**src/rtl/hazard_forward_unit_if.sv**
```systemverilog
// ID-stage request and forward/stall response bundle for hazard_forward_unit.
// The pipeline front end drives the ID fields; the hazard unit returns stall and selects.
interface hazard_forward_unit_if #(
    parameter int AW             = 5,
    parameter int NUM_SRC        = 2,
    parameter int NUM_FWD_STAGES = 2
);
    localparam int SEL_W = $clog2(NUM_FWD_STAGES + 1);

    logic                       i_id_valid;
    logic [NUM_SRC*AW-1:0]      i_id_rs_addr;
    logic [NUM_SRC-1:0]         i_id_rs_used;
    logic [AW-1:0]              i_id_rd_addr;
    logic                       i_id_rd_wren;
    logic                       i_id_is_load;
    logic                       i_flush;
    logic                       i_stall_ext;
    logic                       o_stall;
    logic [NUM_SRC*SEL_W-1:0]   o_fwd_sel;

    modport master (
        output i_id_valid, i_id_rs_addr, i_id_rs_used, i_id_rd_addr,
               i_id_rd_wren, i_id_is_load, i_flush, i_stall_ext,
        input  o_stall, o_fwd_sel
    );

    modport slave (
        input  i_id_valid, i_id_rs_addr, i_id_rs_used, i_id_rd_addr,
               i_id_rd_wren, i_id_is_load, i_flush, i_stall_ext,
        output o_stall, o_fwd_sel
    );
endinterface

```
**src/rtl/hazard_forward_unit.sv**
```systemverilog
// Forwarding-select and load-use stall unit with an internal in-flight destination tracker.
// Entry 0 mirrors EX; selects are computed in ID and registered so they line up with EX.
module hfu_src_sel #(
    parameter int AW         = 5,
    parameter int NUM_FWD    = 2,
    parameter int LOAD_STAGE = 2,
    parameter int SEL_W      = 2
) (
    input  logic [AW-1:0]               src,
    input  logic                        used,
    input  logic [NUM_FWD-1:0]          wr_hit,
    input  logic [NUM_FWD-1:0][AW-1:0]  rd_vec,
    input  logic [NUM_FWD-1:0]          ld_flag,
    output logic [SEL_W-1:0]            sel,
    output logic                        load_hit
);
    // Scan oldest to youngest so the youngest matching writer overrides.
    always_comb begin
        sel      = '0;
        load_hit = 1'b0;
        if (used) begin
            for (int j = NUM_FWD - 1; j >= 0; j--) begin
                if (wr_hit[j] && rd_vec[j] == src) begin
                    sel      = SEL_W'(j + 1);
                    load_hit = ld_flag[j] && (j + 1 < LOAD_STAGE);
                end
            end
        end
    end
endmodule

module hazard_forward_unit #(
    parameter int AW             = 5,
    parameter int NUM_SRC        = 2,
    parameter int NUM_FWD_STAGES = 2,
    parameter int LOAD_STAGE     = 2
) (
    input  logic                  i_clk,
    input  logic                  i_rst_n,
    hazard_forward_unit_if.slave  bus
);
    localparam int SEL_W = $clog2(NUM_FWD_STAGES + 1);

    typedef struct packed {
        logic          valid;
        logic [AW-1:0] rd;
        logic          wren;
        logic          is_load;
    } entry_t;

    entry_t [NUM_FWD_STAGES-1:0]          trk;
    entry_t                               id_ent;
    logic   [NUM_FWD_STAGES-1:0]          wr_hit;
    logic   [NUM_FWD_STAGES-1:0]          ld_flag;
    logic   [NUM_FWD_STAGES-1:0][AW-1:0]  rd_vec;
    logic   [NUM_SRC-1:0][SEL_W-1:0]      sel_nxt;
    logic   [NUM_SRC-1:0][SEL_W-1:0]      sel_q;
    logic   [NUM_SRC-1:0]                 ld_hit;

    // x0 is never a writer, so a read of x0 can never pick up a forward.
    for (genvar j = 0; j < NUM_FWD_STAGES; j++) begin : g_trk
        assign wr_hit[j]  = trk[j].valid & trk[j].wren & (trk[j].rd != '0);
        assign rd_vec[j]  = trk[j].rd;
        assign ld_flag[j] = trk[j].is_load;
    end

    for (genvar k = 0; k < NUM_SRC; k++) begin : g_src
        hfu_src_sel #(
            .AW(AW), .NUM_FWD(NUM_FWD_STAGES), .LOAD_STAGE(LOAD_STAGE), .SEL_W(SEL_W)
        ) u_src (
            .src      (bus.i_id_rs_addr[k*AW +: AW]),
            .used     (bus.i_id_rs_used[k]),
            .wr_hit   (wr_hit),
            .rd_vec   (rd_vec),
            .ld_flag  (ld_flag),
            .sel      (sel_nxt[k]),
            .load_hit (ld_hit[k])
        );
    end

    assign id_ent = '{valid: bus.i_id_valid, rd: bus.i_id_rd_addr,
                      wren: bus.i_id_rd_wren, is_load: bus.i_id_is_load};

    assign bus.o_stall   = bus.i_id_valid & ~bus.i_flush & (|ld_hit);
    assign bus.o_fwd_sel = sel_q;

    always_ff @(posedge i_clk) begin
        if (!i_rst_n) begin
            trk   <= '0;
            sel_q <= '0;
        end else if (!bus.i_stall_ext) begin
            if (bus.i_flush) begin
                // ID and EX are killed; MEM and beyond keep draining.
                for (int j = 2; j < NUM_FWD_STAGES; j++) trk[j] <= trk[j-1];
                trk[1] <= '0;
                trk[0] <= '0;
                sel_q  <= '0;
            end else begin
                for (int j = 1; j < NUM_FWD_STAGES; j++) trk[j] <= trk[j-1];
                trk[0] <= bus.o_stall ? '0 : id_ent;
                sel_q  <= (bus.o_stall || !bus.i_id_valid) ? '0 : sel_nxt;
            end
        end
    end
endmodule

```
**src/flat_wrapper.sv**
```systemverilog
// flat-port wrapper written by rule: the top's interface ports become plain ports
module hazard_forward_unit_flat 
#(
    parameter int AW             = 5,
    parameter int NUM_SRC        = 2,
    parameter int NUM_FWD_STAGES = 2,
    parameter int LOAD_STAGE     = 2
)
  (i_clk, i_rst_n, bus_i_id_valid, bus_i_id_rs_addr, bus_i_id_rs_used, bus_i_id_rd_addr, bus_i_id_rd_wren, bus_i_id_is_load, bus_i_flush, bus_i_stall_ext, bus_o_stall, bus_o_fwd_sel);
  hazard_forward_unit_if #(.AW(AW), .NUM_SRC(NUM_SRC), .NUM_FWD_STAGES(NUM_FWD_STAGES)) bus_i ();
  input  logic i_clk;
  input  logic i_rst_n;
  input wire logic [$bits(bus_i.i_id_valid)-1:0] bus_i_id_valid;
  input wire logic [$bits(bus_i.i_id_rs_addr)-1:0] bus_i_id_rs_addr;
  input wire logic [$bits(bus_i.i_id_rs_used)-1:0] bus_i_id_rs_used;
  input wire logic [$bits(bus_i.i_id_rd_addr)-1:0] bus_i_id_rd_addr;
  input wire logic [$bits(bus_i.i_id_rd_wren)-1:0] bus_i_id_rd_wren;
  input wire logic [$bits(bus_i.i_id_is_load)-1:0] bus_i_id_is_load;
  input wire logic [$bits(bus_i.i_flush)-1:0] bus_i_flush;
  input wire logic [$bits(bus_i.i_stall_ext)-1:0] bus_i_stall_ext;
  output wire logic [$bits(bus_i.o_stall)-1:0] bus_o_stall;
  output wire logic [$bits(bus_i.o_fwd_sel)-1:0] bus_o_fwd_sel;
  assign bus_i.i_id_valid = bus_i_id_valid;
  assign bus_i.i_id_rs_addr = bus_i_id_rs_addr;
  assign bus_i.i_id_rs_used = bus_i_id_rs_used;
  assign bus_i.i_id_rd_addr = bus_i_id_rd_addr;
  assign bus_i.i_id_rd_wren = bus_i_id_rd_wren;
  assign bus_i.i_id_is_load = bus_i_id_is_load;
  assign bus_i.i_flush = bus_i_flush;
  assign bus_i.i_stall_ext = bus_i_stall_ext;
  assign bus_o_stall = bus_i.o_stall;
  assign bus_o_fwd_sel = bus_i.o_fwd_sel;
  hazard_forward_unit #(.AW(AW), .NUM_SRC(NUM_SRC), .NUM_FWD_STAGES(NUM_FWD_STAGES), .LOAD_STAGE(LOAD_STAGE)) u_core (.i_clk(i_clk), .i_rst_n(i_rst_n), .bus(bus_i));
endmodule
```
**config.mk**
```make
export PLATFORM = sky130hd
export DESIGN_NAME = hazard_forward_unit_flat
export DESIGN_NICKNAME = d
export VERILOG_FILES = /design/src/rtl/hazard_forward_unit_if.sv /design/src/rtl/hazard_forward_unit.sv /design/src/flat_wrapper.sv
export SDC_FILE = /design/constraint.sdc
export NUM_CORES = 1
export LEC_CHECK = 0
export BUFFER_PORTS_ARGS = -buffer_cell sky130_fd_sc_hd__buf_2
export CORE_MARGIN = 4
export CORE_UTILIZATION = 46
export DETAILED_ROUTE_END_ITERATION = 16
export GPL_TIMING_DRIVEN = 0
export HOLD_SLACK_MARGIN = 0.08
export MAX_ROUTING_LAYER = met4
export PLACE_DENSITY = 0.74
export SLEW_MARGIN = 20
export SYNTH_ARGS = -nofsm -noshare
export SYNTH_HDL_FRONTEND = slang
export SYNTH_HIERARCHICAL = 1
export SYNTH_SLANG_ARGS = --single-unit
```
**constraint.sdc**
```tcl
create_clock -name i_clk -period 1.8 [get_ports i_clk]
set_input_delay 0.27 -clock i_clk [delete_from_list [all_inputs] [get_ports i_clk]]
set_output_delay 0.27 -clock i_clk [all_outputs]
set_load 0.02 [all_outputs]
```
[Word level (Yosys, flattened, before mapping)]
Index checks and enable logic that the tools add are counted.
Storage, ports and cells
  register bits: 19
  bits in latches: 0
  RAM bits: 0
  bits in read-only memories: 0
  input port bits: 24
  output and inout port bits: 5
  word-level logic and storage cells: 43
  memories kept: 0
Operators by class
  add/sub/neg operators: 0
  multiply operators: 0
  div/mod/pow operators: 0
  $lt $le $gt $ge: 0
  equal/unequal tests: 4
  shift operators: 0
  multiplexer cells: 14
  bitwise gates (word level): 7
  reduce and logical (&&, ||, !) cells: 9
Operators with widths (number)
  5-bit equality test: 4
  16-bit two-way mux: 1
  2-bit two-way mux: 6
  5-bit nonzero test: 2
  4-bit two-way mux: 2
  8-bit two-way mux: 1
  1-bit AND: 6
  1-bit logical AND: 4
  1-bit two-way mux: 4
  2-bit OR reduction: 1
  1-bit logical NOT: 1
  1-bit logical OR: 1
  1-bit inverter: 1

[Depth between registers and ports, before layout]
Gate-level depths: netlist of the first run.
  depth after elaboration: 10
  depth in mapped cells: 7
  mapped depth without buffers: 7

[Modules after synthesis]
Netlist of the first run, hierarchy kept.
Modules (own cells, without submodules)
  hazard_forward_unit: instances 1, cells an instance 77, area each 849.6 um2, seq. area each 400.4 um2
  hfu_src_sel: instances 2, cells an instance 17, area each 133.9 um2, seq. area each 0.0 um2

[Worst setup path before layout of the first run]
OpenSTA, ideal clock, no wires.
  kind: flip-flop to output port
  from: register u_core.trk (netlist bit u_core/rd_vec[4])
  to: output port bus_o_stall
  arrival time: 1.707 ns
  required time: 1.530 ns
  setup slack: -0.177 ns
  stages on the path, launching flop included: 8
  path buffers: 0
  path through: dfxtp_1 -> or3_1 -> o311a_1 -> nand4_1 -> nor3_2 -> and3_1 -> nor2_1 -> nor3b_1
Between the ends
  cells in the longest elaborated chain, start to end: 7
  elaborated cells between the ends (all ways): 12
  those cells by class: eq/ne: 2; mux: 4; bitwise: 2; reduce/logical: 4
Ends and longest elaborated chain
  start: declaration: RTL line hazard_forward_unit.sv:51  | entry_t [NUM_FWD_STAGES-1:0] trk;
  5-bit nonzero test: RTL line hazard_forward_unit.sv:62  | assign wr_hit[j] = trk[j].valid & trk[j].wren & (trk[j].rd != '0);
  1-bit AND: RTL line hazard_forward_unit.sv:62
  net u_core.wr_hit[0]: RTL line hazard_forward_unit.sv:53  | logic [NUM_FWD_STAGES-1:0] wr_hit;
  1-bit logical AND: RTL line hazard_forward_unit.sv:23  | if (wr_hit[j] && rd_vec[j] == src) begin
  1-bit two-way mux: RTL line hazard_forward_unit.sv:23
  1-bit two-way mux: RTL line hazard_forward_unit.sv:21  | if (used) begin
  net u_core.ld_hit[1]: RTL line hazard_forward_unit.sv:58  | logic [NUM_SRC-1:0] ld_hit;
  2-bit OR reduction: RTL line hazard_forward_unit.sv:84  | assign bus.o_stall = bus.i_id_valid & ~bus.i_flush & (|ld_hit);
  1-bit AND: RTL line hazard_forward_unit.sv:84
  end: declaration: RTL line flat_wrapper.sv:21  | output wire logic [$bits(bus_i.o_stall)-1:0] bus_o_stall;
The timed path passes the listed nets, and every way through them passes these cells.

[Worst setup path after layout of the first run]
Ends and elaborated chain as after synthesis.

==> results of run 1 <==
cell type report:
cell class / instances / area share, %
clock buffers: 4 / 1.90
well taps: 28 / 2.53
repair buffers: 35 / 14.1
multi-input cells: 84 / 50.9
plain buffers: 4 / 2.53
flip-flops and latches: 19 / 28.1
routing by layer:
layer	track usage [%]	vias up	part of all wire, %	routed length [microns]
li1	-	475	-	-
met4	7.12	0	1.2	31
met1	22.0	460	44	1130
met3	3.45	4	4.4	114
met2	27.9	21	50	1300
met5	-	-	0	0
worst paths after layout:
kind                           start                       to  slack, ns  depth (start not counted)
max reg2reg         u_core/rd_vec[4]  u_core/bus.o_fwd_sel[0]      -0.40                          8
min                          i_rst_n         u_core/rd_vec[8]       0.28                          2
max                 u_core/rd_vec[4]              bus_o_stall      -0.45                          8
min reg2reg  u_core/bus.o_fwd_sel[2]  u_core/bus.o_fwd_sel[2]       0.47                          1
worst max-delay path: cells and delay by family (launching register included):
| family | cells | cell delay (ns) |
|---|---|---|
| simple gates | 6 | 0.86 |
| flops | 1 | 0.36 |
| compound gates | 1 | 0.33 |
| buf+inv | 1 | 0.15 |
metrics by stage:
step	instance area, sq um	TNS, ns	utilization [%]	std cells	worst slack [ns]
after floorplan	1090	-0.597	-	107	-0.0922
after global placement	1270	-2.78	57.3	163	-0.250
after detailed placement	1270	-2.72	57.3	163	-0.247
after CTS	1340	-4.43	60.4	170	-0.484
after global routing	1380	-4.51	62.5	174	-0.535
final	1380	-3.77	62.5	174	-0.454
power breakdown:
part	switching, mW	total [mW]	internal, mW	leakage (nW)
clock network	0.131	0.217	0.0864	0.0150
registers	0.0109	0.440	0.429	0.156
logic	0.0578	0.125	0.0676	0.385
repair_timing:
item | CTS | global route
pin swaps | 7 | 12
buffers inserted | 3 | 4
gates resized for setup | 7 | 4
endpoints found under the hold margin | 0 | 0
endpoints found under the setup margin | 13 | 13
hold buffers | 0 | 0
flip-flops by register name, indices dropped and copies added, names as in the netlist:
register              count
u_core/ld_flag            1
u_core/bus.o_fwd_sel      4
u_core/trk                4
u_core/rd_vec            10
==> run_summary.xml, run 1 <==
<?xml version="1.0" encoding="UTF-8"?>
<metrics>
  <group name="run_status">
    <metric name="run_status" unit="">finished with violations</metric>
    <metric name="failed_checks" unit="">negative setup slack</metric>
  </group>
  <group name="finish">
    <metric name="fillerInstances" unit="">203</metric>
    <metric name="mostFrequentLayoutCell" unit="">buf_2</metric>
    <metric name="layout_common_cells" unit="">buf_2 (28), dfxtp_1 (15), xnor2_1 (15)</metric>
    <metric name="multi_input_area" unit="sq um">703</metric>
    <metric name="fraction_of_layout_instances_using_a_drive_strength_above_1" unit="%">39.0</metric>
    <metric name="area.growth.synth_to_final" unit="%">28.3</metric>
    <metric name="finalNetCount" unit="">171</metric>
    <metric name="n_antenna_cell" unit="">0</metric>
    <metric name="regArea" unit="sq um">388</metric>
  </group>
  <group name="synth">
    <metric name="syn_nets" unit="">131</metric>
    <metric name="yosysWarningCount" unit="">6</metric>
    <metric name="cell_area_synth" unit="sq mm">0.00108</metric>
    <metric name="synthCells" unit="">107</metric>
    <metric name="synth_area_per_cell" unit="sq um">10.1</metric>
  </group>
  <group name="routing">
    <metric name="wirelength" unit="mm">2.57</metric>
    <metric name="avgViaCountPerCell" unit="">5.52</metric>
    <metric name="drt-initial-drc-count" unit="">20</metric>
    <metric name="remaining_drc_errors" unit="">0</metric>
    <metric name="drt_first_pass_iters" unit="">4</metric>
    <metric name="via_count" unit="">960</metric>
    <metric name="antenna_violating_nets_post_route" unit="">0</metric>
    <metric name="post_drt_wl_per_cell" unit="microns">14.8</metric>
  </group>
  <group name="global_route">
    <metric name="via_count_of_the_first_global_routing_pass" unit="">958</metric>
    <metric name="grt_overflow_total" unit="">0</metric>
    <metric name="largest_net_degree_at_the_start_of_global_routing" unit="">11</metric>
    <metric name="antenna_violations_before_repair" unit="">0</metric>
    <metric name="grt_usage" unit="%">17.6</metric>
    <metric name="wire_length_of_the_first_global_routing_pass" unit="mm">4.35</metric>
  </group>
  <group name="worst_setup_path">
    <metric name="cp_cell_sequence" unit="">or3_1 &gt; o311a_1 &gt; nand4_1 &gt; nor3_2 &gt; and3_4 &gt; nor2_4 &gt; nor3b_2 &gt; buf_4</metric>
    <metric name="critPathCaptureType" unit="">primary output</metric>
    <metric name="required" unit="ns">1.53</metric>
    <metric name="slowest_stage" unit="">dfxtp_4</metric>
    <metric name="crit_fanout" unit="">3</metric>
    <metric name="worst_path_max_stage_delay" unit="ns">0.36</metric>
    <metric name="timing_worst_setup_path_type" unit="">flop to primary output</metric>
    <metric name="cp_data_arrival_time" unit="ns">1.98</metric>
    <metric name="timing.critical_path.from_type" unit="">flop</metric>
  </group>
  <group name="flow_run">
    <metric name="max_cap_violations" unit="">0</metric>
  </group>
  <group name="placed_design">
    <metric name="dp_hpwl" unit="mm">1.96</metric>
    <metric name="port-buffer-count" unit="">28</metric>
    <metric name="gp_congestion" unit="">0.830</metric>
  </group>
  <group name="clock_tree">
    <metric name="sink_count_of_the_clock_tree" unit="">19</metric>
    <metric name="library_cell_used_as_clock_root_buffer" unit="">clkbuf_4</metric>
    <metric name="insertion_delay" unit="ns">0.30</metric>
    <metric name="number_of_buffers_on_the_longest_clock_path" unit="">2</metric>
    <metric name="clock_input_transition_at_the_sequential_cells_of_the_worst_setup_and_hold_paths" unit="ns">0.10</metric>
    <metric name="htree_num_levels" unit="">1</metric>
    <metric name="cts_tree" unit="">done</metric>
    <metric name="total_cts_buffers" unit="">3</metric>
  </group>
  <group name="timing">
    <metric name="finalHoldViolations" unit="">0</metric>
    <metric name="achievable-frequency" unit="GHz">0.444</metric>
    <metric name="final.min_clock_period" unit="ns">2.25</metric>
    <metric name="post-route-period-util" unit="%">125</metric>
    <metric name="setup_violations" unit="">13</metric>
    <metric name="rsz0062_at_grt" unit="">yes</metric>
    <metric name="slew-limit-headroom" unit="%">75.6</metric>
    <metric name="fin_ws" unit="ns">-0.454</metric>
    <metric name="whs" unit="ns">0.280</metric>
    <metric name="timing.final.max_slew_violations" unit="">0</metric>
    <metric name="worst_pin_slew" unit="ns">0.365</metric>
    <metric name="timing.clock.skew" unit="ns">0.00219</metric>
  </group>
  <group name="power_and_ir_drop">
    <metric name="post-layout-total-power" unit="mW">0.782</metric>
    <metric name="p_per_area" unit="mW/mm^2">566</metric>
    <metric name="ir_worst_vdd" unit="mV">0.454</metric>
    <metric name="power.leakage" unit="nW">0.556</metric>
  </group>
  <group name="die">
    <metric name="floorplan.rows" unit="">17</metric>
    <metric name="die_height" unit="microns">56.4</metric>
    <metric name="io-pin-count" unit="">29</metric>
    <metric name="start_util" unit="%">48.7</metric>
    <metric name="die-width" unit="microns">56.4</metric>
    <metric name="design.core.area" unit="sq mm">0.00221</metric>
    <metric name="fp.dieArea" unit="sq mm">0.00318</metric>
  </group>
  <group name="hold_path">
    <metric name="worst_hold_path_type" unit="">primary input to flop</metric>
  </group>
</metrics>
Power figures use the tool's default switching activity.
==> inputs of run 2 (changes only) <==
Settings changed: CORE_UTILIZATION 46 to 35, PLACE_DENSITY 0.74 to not set.
==> run 2 against run 1 <==
Effect of this change:
- the run still ends with negative setup slack left
- clock power about the same
- clock-buffer cell count down 1
- cell area decreased by 1.7%
- global-route usage shrank 3.7 points
- sequential share of layout area grew 0.58 points
- sequential cell count did not move
- wire length is 1.8% higher
- fmax is 0.74% lower
- non-clock buffer count decreased by 2
- critical endpoint unchanged
- largest cell class unchanged
- highest routed layer unchanged
==> run_summary.xml, run 2 (synthesized netlist as in run 1, its figures left out) <==
<?xml version="1.0" encoding="UTF-8"?>
<metrics>
  <group name="run_status">
    <metric name="run_status" unit="">finished with violations</metric>
    <metric name="failed_checks" unit="">negative setup slack</metric>
  </group>
  <group name="routing">
    <metric name="antenna_violating_nets_post_route" unit="">0</metric>
    <metric name="drt_first_pass_iters" unit="">4</metric>
    <metric name="wirelength" unit="mm">2.62</metric>
    <metric name="avgViaCountPerCell" unit="">5.50</metric>
    <metric name="remaining_drc_errors" unit="">0</metric>
    <metric name="via_count" unit="">963</metric>
    <metric name="drt-initial-drc-count" unit="">43</metric>
    <metric name="post_drt_wl_per_cell" unit="microns">15.0</metric>
  </group>
  <group name="clock_tree">
    <metric name="sink_count_of_the_clock_tree" unit="">19</metric>
    <metric name="cts_tree" unit="">done</metric>
    <metric name="insertion_delay" unit="ns">0.30</metric>
    <metric name="total_cts_buffers" unit="">3</metric>
    <metric name="library_cell_used_as_clock_root_buffer" unit="">clkbuf_4</metric>
    <metric name="cts.hold.buffers_added" unit="">0</metric>
    <metric name="number_of_buffers_on_the_longest_clock_path" unit="">2</metric>
    <metric name="htree_num_levels" unit="">1</metric>
    <metric name="clock_input_transition_at_the_sequential_cells_of_the_worst_setup_and_hold_paths" unit="ns">0.12</metric>
  </group>
  <group name="power_and_ir_drop">
    <metric name="sequentialPowerShare" unit="%">55.9</metric>
    <metric name="ir_worst_vdd" unit="mV">0.283</metric>
    <metric name="power.switching_fraction" unit="%">26.2</metric>
    <metric name="net_switching_power" unit="mW">0.205</metric>
    <metric name="power.internal" unit="mW">0.578</metric>
    <metric name="power_frac_clock" unit="%">28.1</metric>
    <metric name="p_per_area" unit="mW/mm^2">576</metric>
    <metric name="power.leakage" unit="nW">0.543</metric>
    <metric name="comb_power_share" unit="%">16.0</metric>
    <metric name="post-layout-total-power" unit="mW">0.782</metric>
  </group>
  <group name="finish">
    <metric name="n_antenna_cell" unit="">0</metric>
    <metric name="mostFrequentLayoutCell" unit="">buf_2</metric>
    <metric name="area.growth.synth_to_final" unit="%">26.1</metric>
    <metric name="largest_register_ffs" unit="">10</metric>
    <metric name="layout_common_cells" unit="">buf_2 (28), dfxtp_1 (16), xnor2_1 (16)</metric>
    <metric name="fillerInstances" unit="">271</metric>
    <metric name="finalNetCount" unit="">169</metric>
    <metric name="finish.instance_area" unit="sq mm">0.00136</metric>
    <metric name="finish.utilization" unit="%">47.6</metric>
    <metric name="fraction_of_layout_instances_using_a_drive_strength_above_1" unit="%">37.5</metric>
  </group>
  <group name="worst_setup_path">
    <metric name="timing.critical_path.from_type" unit="">flop</metric>
    <metric name="required" unit="ns">1.53</metric>
    <metric name="crit_fanout" unit="">3</metric>
    <metric name="cp_data_arrival_time" unit="ns">2.00</metric>
    <metric name="timing_worst_setup_path_type" unit="">flop to primary output</metric>
    <metric name="critPathCaptureType" unit="">primary output</metric>
  </group>
  <group name="global_route">
    <metric name="antenna_violations_before_repair" unit="">0</metric>
    <metric name="wire_length_of_the_first_global_routing_pass" unit="mm">4.42</metric>
    <metric name="grt_usage" unit="%">14.0</metric>
    <metric name="via_count_of_the_first_global_routing_pass" unit="">952</metric>
    <metric name="grt_overflow_total" unit="">0</metric>
    <metric name="largest_net_degree_at_the_start_of_global_routing" unit="">12</metric>
  </group>
  <group name="timing">
    <metric name="rsz0062_at_grt" unit="">yes</metric>
    <metric name="fin_ws" unit="ns">-0.471</metric>
    <metric name="timing.final.max_slew_violations" unit="">0</metric>
    <metric name="final.min_clock_period" unit="ns">2.27</metric>
    <metric name="setup-tns-final" unit="ns">-4.41</metric>
    <metric name="achievable-frequency" unit="GHz">0.440</metric>
    <metric name="post-route-period-util" unit="%">126</metric>
    <metric name="worst_pin_slew" unit="ns">0.358</metric>
    <metric name="timing.clock.skew" unit="ns">0.0134</metric>
    <metric name="finalHoldViolations" unit="">0</metric>
    <metric name="setup_violations" unit="">13</metric>
    <metric name="slew-limit-headroom" unit="%">76.0</metric>
  </group>
  <group name="placed_design">
    <metric name="port-buffer-count" unit="">28</metric>
    <metric name="gp_congestion" unit="">0.806</metric>
    <metric name="placement.setup.worst_slack" unit="ns">-0.280</metric>
    <metric name="post_dp_cell_area" unit="sq mm">0.00127</metric>
    <metric name="dp_hpwl" unit="mm">2.03</metric>
  </group>
  <group name="hold_path">
    <metric name="worst_hold_path_type" unit="">primary input to flop</metric>
  </group>
  <group name="die">
    <metric name="die_height" unit="microns">63.5</metric>
    <metric name="start_util" unit="%">37.8</metric>
    <metric name="design.core.area" unit="sq mm">0.00285</metric>
    <metric name="die-width" unit="microns">63.5</metric>
    <metric name="io-pin-count" unit="">29</metric>
    <metric name="fp.dieArea" unit="sq mm">0.00403</metric>
    <metric name="floorplan.rows" unit="">19</metric>
  </group>
  <group name="flow_run">
    <metric name="max_cap_violations" unit="">0</metric>
  </group>
</metrics>
run 2: cell type report:
type                       count  area [sq um]  share of cell area [%]
timing repair buffer          33           180                    13.3
tap                           31          38.8                    2.85
sequential                    19           389                    28.6
clock inverter                 1          5.00                   0.368
multi-input combinational     84           688                    50.6
clock buffer                   3          22.5                    1.66
buffer                         4          35.0                    2.58
run 2: layer usage:
| layer | part of all wire [%] | global-route usage (%) | vias to the layer above |
|---|---|---|---|
| met5 | 0 | - | - |
| met4 | 2.3 | 6.20 | 0 |
| met3 | 5.0 | 3.73 | 8 |
| met2 | 49 | 22.2 | 23 |
| met1 | 43 | 16.5 | 457 |
| li1 | - | - | 475 |
run 2: per-stage QoR:
step,hold WS [ns],cells
3_5_place_dp,0.455,166
3_3_place_gp,0.449,166
2_1_floorplan,0.423,107
4_1_cts,0.275,174
5_1_grt,0.267,175
6_report,0.274,175
run 2: final timing paths:
path / from / slack (ns) / depth (start not counted) / end
setup / recovery: u_core/rd_vec[0] / -0.47 / 8 / bus_o_stall
hold reg to reg: u_core/bus.o_fwd_sel[0] / 0.47 / 1 / u_core/bus.o_fwd_sel[0]
setup reg to reg: u_core/rd_vec[0] / -0.41 / 8 / u_core/bus.o_fwd_sel[1]
hold / removal: i_rst_n / 0.27 / 2 / u_core/rd_vec[9]
run 2: power by group through the flow:
stage               logic (mW)  registers (mW)  clock network, mW
floorplan               0.0710           0.447                  0
global placement         0.117           0.451                  0
detailed placement       0.120           0.451                  0
CTS                      0.125           0.437              0.227
global route             0.137           0.439              0.247
finish                   0.125           0.438              0.220
run 2: critical path, cell delays in order (launching register included):
cell	delay, ns
dfxtp_4	0.37
or3_1	0.36
o311a_1	0.32
nand4_1	0.12
nor3_2	0.07
and3_4	0.18
nor2_4	0.08
nor3b_2	0.05
buf_4	0.15
run 2: repair_timing:
item	CTS	global route
pin swaps	6	5
endpoints found under the hold margin	0	0
resized for setup	8	1
setup endpoints to repair	13	13
buffers inserted	4	1
